File: config.mk
export PLATFORM = sky130hd
export DESIGN_NAME = hamming_rx_ctrl
export DESIGN_NICKNAME = d
export VERILOG_FILES = /design/src/rtl/hamming_rx_ctrl.sv
export SDC_FILE = /design/constraint.sdc
export NUM_CORES = 1
export LEC_CHECK = 0
export ABC_AREA = 1
export CORE_MARGIN = 2
export CORE_UTILIZATION = 42
export CTS_CLUSTER_DIAMETER = 80
export CTS_CLUSTER_SIZE = 40
export DETAILED_ROUTE_END_ITERATION = 7
export PLACE_DENSITY = 0.82
export SYNTH_ARGS = -nofsm -noshare
export SYNTH_HDL_FRONTEND = slang
export SYNTH_SLANG_ARGS = --single-unit
File: constraint.sdc
create_clock -name clk -period 1.15 [get_ports clk]
set_input_delay 0.345 -clock clk [delete_from_list [all_inputs] [get_ports clk]]
set_output_delay 0.345 -clock clk [all_outputs]
set_load 0.01 [all_outputs]
File: src/rtl/hamming_rx_ctrl.sv
// hamming_rx_ctrl: serial frame receiver that sequences an external Hamming decoder into a one-deep output buffer.
// Define HAMMING_RX_ERRCNT_EN to build the saturating corrected-frame counter on err_count.
module hamming_rx_ctrl #(
  parameter int N = 7,
  parameter int K = 4,
  parameter int C = 3,
  parameter int CLKS_PER_BIT = 16
) (
  input  logic         clk,
  input  logic         rst,
  input  logic         rx_in,
  output logic [N-1:0] code_word,
  output logic         code_valid,
  input  logic [C-1:0] syn_in,
  input  logic [K-1:0] corr_in,
  output logic [K-1:0] data_out,
  output logic         data_valid,
  input  logic         data_ready,
  output logic         corr_flag,
  output logic         frame_err,
  output logic         overrun,
  output logic         busy,
  output logic [7:0]   err_count
);
  localparam int TW = $clog2(CLKS_PER_BIT);
  localparam int IW = $clog2(N);
  localparam logic [TW-1:0] HALF_END = TW'(CLKS_PER_BIT / 2 - 1);
  localparam logic [TW-1:0] BIT_END = TW'(CLKS_PER_BIT - 1);
  localparam logic [IW-1:0] LAST_IDX = IW'(N - 1);
  typedef enum logic [2:0] {IDLE, START, DATA, STOP, DECODE} state_t;
  state_t state_q, state_d;
  logic [TW-1:0] timer_q, timer_d;
  logic [IW-1:0] idx_q, idx_d;
  logic [N-1:0] code_q, code_d;
  logic [K-1:0] data_q, data_d;
  logic dv_q, dv_d, flag_q, flag_d, ferr_q, ferr_d, ovr_q, ovr_d;
  logic rx_meta_q, rx_s_q, load;
  always_ff @(posedge clk) begin
    if (rst) begin
      rx_meta_q <= 1'b1;
      rx_s_q <= 1'b1;
      state_q <= IDLE;
      timer_q <= '0;
      idx_q <= '0;
      code_q <= '0;
      data_q <= '0;
      dv_q <= 1'b0;
      flag_q <= 1'b0;
      ferr_q <= 1'b0;
      ovr_q <= 1'b0;
    end else begin
      rx_meta_q <= rx_in;
      rx_s_q <= rx_meta_q;
      state_q <= state_d;
      timer_q <= timer_d;
      idx_q <= idx_d;
      code_q <= code_d;
      data_q <= data_d;
      dv_q <= dv_d;
      flag_q <= flag_d;
      ferr_q <= ferr_d;
      ovr_q <= ovr_d;
    end
  end
  always_comb begin
    state_d = state_q;
    timer_d = timer_q + 1'b1;
    idx_d = idx_q;
    code_d = code_q;
    dv_d = dv_q && !data_ready;
    ferr_d = 1'b0;
    ovr_d = ovr_q;
    load = 1'b0;
    case (state_q)
      IDLE: begin
        timer_d = '0;
        state_d = rx_s_q ? IDLE : START;
      end
      START: if (timer_q == HALF_END) begin
        timer_d = '0;
        idx_d = '0;
        state_d = rx_s_q ? IDLE : DATA;
      end
      DATA: if (timer_q == BIT_END) begin
        timer_d = '0;
        code_d[idx_q] = rx_s_q;
        idx_d = idx_q + 1'b1;
        state_d = (idx_q == LAST_IDX) ? STOP : DATA;
      end
      STOP: if (timer_q == BIT_END) begin
        timer_d = '0;
        ferr_d = !rx_s_q;
        state_d = rx_s_q ? DECODE : IDLE;
      end
      DECODE: begin
        timer_d = '0;
        state_d = IDLE;
        load = !dv_q || data_ready;
        ovr_d = ovr_q || !load;
      end
      default: state_d = IDLE;
    endcase
    // A reload in DECODE wins over the accept-driven clear of data_valid
    data_d = load ? corr_in : data_q;
    flag_d = load ? |syn_in : flag_q;
    dv_d = load || dv_d;
  end
`ifdef HAMMING_RX_ERRCNT_EN
  logic [7:0] errc_q;
  always_ff @(posedge clk) begin
    if (rst) errc_q <= 8'h00;
    else if (load && |syn_in && errc_q != 8'hFF) errc_q <= errc_q + 8'h01;
  end
  assign err_count = errc_q;
`else
  assign err_count = 8'h00;
`endif
  assign code_word = code_q;
  assign code_valid = state_q == DECODE;
  assign data_out = data_q;
  assign data_valid = dv_q;
  assign corr_flag = flag_q;
  assign frame_err = ferr_q;
  assign overrun = ovr_q;
  assign busy = state_q != IDLE;
endmodule
==> flow_summary_export.csv <==
group,metric,value,unit
global_route,overflow,0,
route,antenna_left,0,
clock_network,clk_pin_slew,0.14,ns
floorplan,pin_count,36,
route,wl,2980,µm
route,via_per_inst,4.81,
floorplan,die_w,59.4,µm
global_route,grt_pass1_vias,1095,
worst_hold_path,min_from,"rx_meta_q$_SDFF_PP1_",
worst_setup_path,slowest_stage,"dfxtp_2",
layout,num-fill-cells,237,
clock_network,cts_buffer_depth,2,
route,drt_iter0_markers,22,
synth,synth_area_leader_cell,"dfxtp_1",
global_route,grt_max_degree,17,
timing,final-setup-viol-count,18,
synth,dominantRegCellSynth,"dfxtp_1",
synth,avgSynthCellArea,7.27,µm²
timing,finalMaxSlewViolations,0,
synth,netlist_instances,177,
worst_setup_path,rr_startpoint,"timer_q[3]$_SDFF_PP0_",
layout,fin_cells,257,
flow_run,drv_cap,0,
worst_setup_path,critPathRequiredTime,0.81,ns
worst_setup_path,cp_max_fo,4,
synth,ys_top_cells_by_count,"nand2_1 (33), nor2_1 (30), dfxtp_1 (27), nand3_1 (15), a21oi_1 (14)",
floorplan,start_util,43.2,%
layout,syn2layout_area_growth,51.8,%
route,drc,0,
synth,ys_types,24,
clock_network,cts_hold_buf,0,
layout,nets,239,
synth,syn_area,1290,µm²
synth,synth.ff_latch_count,27,
clock_network,cts_tree,"yes",
timing,max_freq,0.707,GHz
synth,yosys-top-cells-area,"dfxtp_1 (42%), nand2_1 (9.6%), nor2_1 (8.7%)",
timing,holdWs,0.435,ns
place,dp_slack,-0.363,ns
synth,yosysWarnings,0,
global_route,met1_usage,21.2,%
global_route,top_usage_layer,"met2",
place,dp_hpwl,1900,µm
place,dp.cells,244,
clock_network,cts_buffers,3,
run_status,violations,"setup timing",
clock_network,clock_sinks,27,
layout,multi_input_area,803,µm²
global_route,grtUsageMet3,1.97,%
synth,async_flop_share,0,%
clock_network,root_buffer,"clkbuf_4",
global_route,grt_pass1_wl,4510,µm
layout,final_util,65.6,%
layout,antenna_cells,0,
clock_network,clkLatencyLatePin,0.33,ns
place,place.gp.congestion,0.893,
place,portBuffers,27,
timing,hold_viol,0,
worst_setup_path,worstPathCellList,"nor3_4 -> buf_2",
power,p_leak,0.824,nW
worst_hold_path,hp-class,"flop to flop",
worst_setup_path,crit_arrival,1.07,ns
global_route,grt_util_all_layers,16.6,%
route,dr.pass1.iters,4,
layout,design_area,1950,µm²
floorplan,die_area,3520,µm²
layout,seqCellArea,566,µm²
floorplan,fp-row-count,20,
worst_setup_path,cp-startpoint,"state_q[1]$_SDFFE_PP0P_",
global_route,antenna_found_initial,0,
timing,min_period_over_period,123,%
timing,rsz0062_at_grt,"yes",
global_route,met2_usage,28.7,%
route,dr_total_vias,1236,
worst_setup_path,crit_type,"flop to primary output",
power,p_per_area,826,nW/µm²
timing,clock_skew,0.00171,ns
synth,synth_enable_flop_cells,0,
run_status,outcome,"complete, but fails checks",
worst_setup_path,start_kind,"flop",
floorplan,core-area,2980,µm²
floorplan,die_h,59.4,µm
synth,ys_seq_area_share,42.0,%
synth,yosysMostFrequentCell,"nand2_1",
worst_setup_path,end_kind,"primary output",
power,vdd_drop_max,0.662,mV
timing,final_period_minus_worst_setup_slack,1.41,ns
synth,yosys.area.top_type_share,42.0,%
clock_network,htreeDepth,1,
place,placed_area,1670,µm²
route,routedWlPerCell,11.6,µm
layout,drive_above_1_share,47.3,%
worst_setup_path,cp_slowest_stage_delay,0.38,ns
timing,layout_setup_ws,-0.264,ns
power breakdown:
group	switching, mW	total (mW)	internal [mW]
clock network	0.285	0.421	0.136
registers	0.0149	0.964	0.949
logic	0.127	0.230	0.102
path summary, 6_finish.rpt:
check | endpoint | slack (ns) | depth (start not counted)
worst max-delay path | code_valid | -0.26 | 2
worst min register to register | rx_s_q$_SDFF_PP1_ | 0.43 | 1
worst min-delay path | rx_s_q$_SDFF_PP1_ | 0.43 | 1
worst max register to register | idx_q[0]$_SDFFE_PP0P_ | -0.13 | 7
worst max-delay path, delay by kind of cell (launching register included):
kind	cells	cell delay, ns
DFF	1	0.38
buffers and inverters	1	0.16
and+or+nand+nor	1	0.20
layer usage:
metal,wire [µm],vias to the layer above
li1,-,633
met2,1490,31
met1,1340,567
met5,0,-
met4,49,0
met3,91,5
cell families (layout without fill, tap and decap cells):
group | Yosys count | in the layout | share of synthesized area [%]
adders and majority gates | 3 | 3 | 2.92
and+or+nand+nor | 94 | 95 | 34.0
buffers and inverters | 30 | 69 | 11.7
other | 1 | 8 | 0.291
AOI/OAI and AO/OA | 20 | 20 | 7.77
DFF | 27 | 27 | 42.0
xor gates and xnor gates | 2 | 2 | 1.36
through the flow:
step	setup TNS (ns)	total power, mW
after floorplan	-0.224	1.10
after global placement	-5.91	1.17
after detailed placement	-6.54	1.17
after CTS	-1.59	1.60
after global routing	-3.68	1.67
final	-1.85	1.62
area by class of cell:
cell class                      count  area share, %
Multi-Input combinational cell    128           41.1
Inverter                           16           3.33
Clock buffer                        4           1.34
Sequential cell                    27           28.9
Tap cell                           33           2.11
Timing Repair Buffer               49           23.2
state kept, by name, indices dropped and copies added, names as in the netlist, 3 cells and up:
| name | cells |
|---|---|
| code_word | 7 |
| data_out | 4 |
| state_q | 3 |
| idx_q | 3 |
| timer_q | 4 |
repair_timing:
item,in CTS,in global routing
setup buffers,3,5
cloned,1,0
pin swaps,9,11
setup endpoints to repair,35,34
resized for setup,118,27
cell usage in the layout (no fill, tap or decap), types with 2 or more instances in the layout:
master and count:
nand2_1 25, nand3_1 9, nand2_4 5, buf_6 18
inv_2 4, conb_1 8, o21ai_0 2, nand3_2 5
buf_2 3, buf_4 18, nor2_4 4, clkbuf_4 3
nor2_1 25, nand2_2 5, nor3_2 2, inv_4 2
a21oi_2 4, a21oi_1 10, ha_1 2, or2_2 2
clkdlybuf4s50_1 10, o21ai_1 2, nor2_2 3, dfxtp_2 20
dfxtp_1 7, nor3_1 4, inv_1 10
(Power assumes the default switching activity.)
